==> config.mk <==
export PLATFORM = sky130hd
export DESIGN_NAME = fetch_stage
export DESIGN_NICKNAME = d
export VERILOG_FILES = /design/src/rtl/fetch_stage_pkg.sv /design/src/rtl/fetch_next_pc.sv /design/src/rtl/fetch_stage.sv
export SDC_FILE = /design/constraint.sdc
export NUM_CORES = 1
export LEC_CHECK = 0
export CAP_MARGIN = 20
export CORE_ASPECT_RATIO = 1.5
export CORE_MARGIN = 1
export CORE_UTILIZATION = 60
export DETAILED_ROUTE_END_ITERATION = 16
export DONT_BUFFER_PORTS = 1
export GPL_TIMING_DRIVEN = 0
export PLACE_DENSITY = 0.75
export SLEW_MARGIN = 30
export SYNTH_ARGS = -nofsm -noshare
export SYNTH_HDL_FRONTEND = slang
export SYNTH_SLANG_ARGS = --single-unit
==> constraint.sdc <==
create_clock -name clock -period 3.3 [get_ports clock]
set_input_delay 0.66 -clock clock [delete_from_list [all_inputs] [get_ports clock]]
set_output_delay 0.66 -clock clock [all_outputs]
set_load 0.05 [all_outputs]
==> src/rtl/fetch_stage_pkg.sv <==
// Shared definitions for the DLX instruction-fetch stage.
package fetch_stage_pkg;

  localparam int unsigned WORD_W = 32;

  typedef logic [0:WORD_W-1] word_t;

  localparam word_t PC_INCR  = 32'd4;
  localparam word_t DLX_NOP  = 32'h0000_0000;
  localparam word_t DLX_HALT = 32'h4400_0000;

  localparam logic [0:0] ST_RUN    = 1'b0;
  localparam logic [0:0] ST_HALTED = 1'b1;

endpackage

==> src/rtl/fetch_next_pc.sv <==
// Next-PC selection: register jump, PC-relative branch, stall hold, or sequential.
module fetch_next_pc
  import fetch_stage_pkg::*;
(
  input  word_t pc,
  input  logic  stall,
  input  logic  if_branch,
  input  logic  if_gp_branch,
  input  word_t branch_offset,
  input  word_t branch_base,
  input  word_t gp_target,
  output word_t pc_plus4,
  output word_t next_pc,
  output logic  redirect
);

  assign pc_plus4 = pc + PC_INCR;

  always_comb begin
    next_pc  = pc_plus4;
    redirect = 1'b0;
    if (if_gp_branch) begin
      next_pc  = gp_target;
      redirect = 1'b1;
    end else if (if_branch) begin
      next_pc  = branch_base + branch_offset;
      redirect = 1'b1;
    end else if (stall) begin
      next_pc = pc;
    end
  end

endmodule

==> src/rtl/fetch_stage.sv <==
// DLX instruction fetch: PC register, IF/ID pipeline register, halt detection
// and a count of valid fetches.
module fetch_stage
  import fetch_stage_pkg::*;
#(
  parameter word_t RESET_PC   = 32'h0000_0000,
  parameter word_t NOP_INSTR  = DLX_NOP,
  parameter word_t HALT_INSTR = DLX_HALT
) (
  input  logic        clock,
  input  logic        reset,
  output logic [0:31] iaddr,
  input  logic [0:31] inst_from_mem,
  input  logic        stall,
  input  logic        if_branch,
  input  logic        if_gp_branch,
  input  logic [0:31] if_branch_offset,
  input  logic [0:31] if_branch_base,
  input  logic [0:31] if_gp_target,
  output logic [0:31] id_instr,
  output logic [0:31] id_pc_plus4,
  output logic        id_valid,
  output logic        halted,
  output logic [0:31] fetch_count
);

  logic [0:0] state;
  word_t      pc;
  word_t      pc_plus4;
  word_t      next_pc;
  logic       redirect;

  fetch_next_pc u_next_pc (
    .pc            (pc),
    .stall         (stall),
    .if_branch     (if_branch),
    .if_gp_branch  (if_gp_branch),
    .branch_offset (if_branch_offset),
    .branch_base   (if_branch_base),
    .gp_target     (if_gp_target),
    .pc_plus4      (pc_plus4),
    .next_pc       (next_pc),
    .redirect      (redirect)
  );

  assign iaddr  = pc;
  assign halted = (state == ST_HALTED);

  always_ff @(posedge clock) begin
    if (reset) begin
      state       <= ST_RUN;
      pc          <= RESET_PC;
      id_instr    <= NOP_INSTR;
      id_pc_plus4 <= '0;
      id_valid    <= 1'b0;
      fetch_count <= '0;
    end else if (state == ST_HALTED) begin
      id_instr <= NOP_INSTR;
      id_valid <= 1'b0;
    end else if (redirect) begin
      pc       <= next_pc;
      id_instr <= NOP_INSTR;
      id_valid <= 1'b0;
    end else if (!stall) begin
      id_instr    <= inst_from_mem;
      id_pc_plus4 <= pc_plus4;
      id_valid    <= 1'b1;
      fetch_count <= fetch_count + 32'd1;
      // PC stays on the halt word so iaddr keeps pointing at it while frozen
      if (inst_from_mem == HALT_INSTR) begin
        state <= ST_HALTED;
      end else begin
        pc <= next_pc;
      end
    end
  end

endmodule
==> reports/summary.txt <==
outcome: completed
filler cell count: 1075
Crit Path Class: reg2reg
Synth top cells by count: nor2_1, dfxtp_1, nand2_1, a21oi_1, clkbuf_1
I/O pin cnt: 263
YS warnings: 0
post-route ant nets: 0
Most used DFF post-synth: dfxtp_1
post-synthesis cell area: 7760 um^2
Die ar.: 13400 um^2
RePlAce Congestion: 0.892
clock buffer depth: 2
Iter 0 DRT Violations: 327
area leader, netlist: dfxtp_1
share of cells above drive strength 1: 5.84%
power per cell area: 540 nW/um^2
required time of the worst setup path: 3600 ps
CTS tree: built
Area contributors post-synth: dfxtp_1, nor2_1, ha_1
maximum VDD drop: 0.346 mV
r2r worst-path depth: 8
P_leak: 3.36 nW
Final Total Pwr: 4.64 mW
clock transition at the registers of the reported paths: 60 ps
Worst setup EP type: register
H-tree Lvls: 4
initial antenna violation count: 1
minimum clock period: 3160 ps
DRC violations left: 0
relative slew slack: 44.6%
Syn Area/Cell: 8.07 um^2
fin nets: 1147
Hold Slack: 400 ps
highest routed metal layer: met4
initial core utilization: 61.7%
post-CTS setup buffers: 0
Inst Count DP: 1117
final non-filler cell total: 1150
Wirelength per Cell: 19.4 um
M1 WL: 8.12 mm
Final Setup Violations: 0
RSZ-0062 raised after global routing: no
Detail Placement HPWL: 17.5 mm
Worst EP arrival: 3450 ps
TNS Setup: 0 ps
met3 WL: 1.80 mm
Reg2Reg Launch Point: iaddr[27]$_SDFFE_PP0P_
WL final: 22.3 mm
EDFF count, synth: 0
sequential fraction of the synthesis area: 33.5%
Synth-to-Final Area Change: 10.8%
Final Hold Fails: 0
Slew Viols, Final: 0
CP startpoint kind: register
reg2reg setup slack: 140 ps
Largest stage delay, worst path: 740 ps
fmax: 317 MHz
Synth cell types: 69
Clock Tree Root: clkbuf_16
Worst Path Max Fanout: 6
period utilization: 95.7%
Crit-path slowest cell: dfxtp_1
Hold Buf Count CTS: 0
critical path cell sequence: and4_4 -> nand4_4 -> nor4_4 -> nand2_1 -> or4_1 -> xor2_1 -> a2111oi_4 -> a221o_2
Synth top area share: 33.5%
grt total ovfl: 0
DRT Pass-1 Iters: 6
DIE WIDTH: 94.8 um
hold path startpoint: inst_from_mem[24]
std cell rows: 50
#FFs+latches synth: 130
worst hold-check path type: in2reg
Hold EP: id_instr[24]$_SDFFE_PP0N_
RR Endpoint: iaddr[0]$_SDFFE_PP0P_
Overall Global Routing Usage: 32.7%
max-cap violation count: 0
vias post-DR: 7153
clock sink count: 130
Worst-Margin Slew: 821 ps
hold depth: 2
Resize count post-CTS: 0
Vert. Die Dim: 141 um
port bufs: 0
global-route wire length before repair: 33.8 mm
total length of routed met2 wires: 11.5 mm
synthesized netlist net count: 1128
Final Skew: 7.55 ps
clock latency on the worst-skew pair: 410 ps
share of flip-flops with an asynchronous set or reset: 0%
most frequent cell after synthesis: nor2_1
placed inst area: 7950 um^2
maximum number of pins on one net before global-route repair: 17
synthesized instance count: 961
DR vias/cell: 6.22
vias in the first global route: 6741
core area: 12600 um^2
post-route cell area: 8600 um^2
CTS buffer count: 17
-- layer usage --
| metal | up-vias | track usage [%] |
|---|---|---|
| met1 | 3271 | 33.2 |
| met4 | 0 | 14.3 |
| li1 | 3499 | - |
| met5 | - | 0 |
| met3 | 62 | 9.06 |
| met2 | 321 | 60.8 |
-- sequential cells by signal, indices dropped and copies added (netlist names) --
signal,count
iaddr,32
id_valid,1
id_instr,32
fetch_count,32
id_pc_plus4,32
halted,1
-- cells by family after synthesis --
| family | Yosys count | share of synthesized area [%] |
|---|---|---|
| DFF | 130 | 33.5 |
| xor gates and xnor gates | 82 | 9.26 |
| buffers and inverters | 77 | 3.89 |
| muxes | 34 | 4.39 |
| adders and majority gates | 34 | 5.58 |
| and+or+nand+nor | 366 | 22.7 |
| AOI/OAI and AO/OA | 238 | 20.6 |
-- final cells by class --
class	instances	area [um^2]	area share, %
tap	156	195	2.27
antenna	1	2.50	0.0291
buffer	56	223	2.59
clock inverter	13	184	2.14
clock buffer	19	453	5.27
multi-input combinational	754	4850	56.4
sequential	130	2610	30.3
inverter	21	78.8	0.917
-- metrics by stage --
stage | util [%] | setup WS, ps
after floorplan | - | 511
after global placement | 63.2 | -21.3
after detailed placement | 63.2 | -49.5
after CTS | 68.3 | 84.1
after global routing | 68.4 | 23.5
final | 68.4 | 143
-- worst max path at each step --
stage	endpoint	startpoint	cells after the start	slack, ps
after CTS	iaddr[0]$_SDFFE_PP0P_	iaddr[22]$_SDFFE_PP0P_	7	80
after global routing	iaddr[0]$_SDFFE_PP0P_	iaddr[27]$_SDFFE_PP0P_	8	20
final	iaddr[0]$_SDFFE_PP0P_	iaddr[27]$_SDFFE_PP0P_	8	140
after floorplan	iaddr[11]$_SDFFE_PP0P_	if_branch_offset[31]	11	510
after global placement	iaddr[0]$_SDFFE_PP0P_	if_branch_offset[25]	10	-20
after detailed placement	iaddr[0]$_SDFFE_PP0P_	if_branch_offset[25]	10	-50
-- power by group --
| group | internal, mW | leakage (nW) | switching (mW) | total, mW |
|---|---|---|---|---|
| Sequential | 1.64 | 1.06 | 0.322 | 1.96 |
| Combinational | 0.281 | 2.00 | 0.411 | 0.692 |
| Clock | 1.30 | 0.305 | 0.686 | 1.99 |
| Total | 3.22 | 3.36 | 1.42 | 4.64 |
-- worst max-delay path, delay by kind of cell, from the launching register on --
family,cells,cell delay [ps]
AOI/OAI and AO/OA,2,440
and+or+nand+nor,5,1460
xor gates and xnor gates,1,380
DFF,1,740
-- cells in the final DEF, fill, tap and decap left out, drive strengths merged, types with 6 or more instances in the layout --
cell,synthesis,final
o21a,9,9
inv,21,21
o21ai,39,39
nor4,10,10
ha,33,33
o211ai,11,11
and3,16,16
dfxtp,130,130
a31oi,9,9
or3,10,10
buf,7,7
mux2i,34,34
a211oi,33,33
clkinv,0,6
and4,10,10
nand3,19,19
nand4,16,16
nand2,88,88
nor3,17,17
o31ai,6,6
a21oi,64,64
xnor2,42,42
clkbuf,49,68
and2,9,9
nor2,152,152
a21o,16,16
xor2,40,40
nor2b,6,6
No activity file was read; power rests on OpenSTA's default activity.
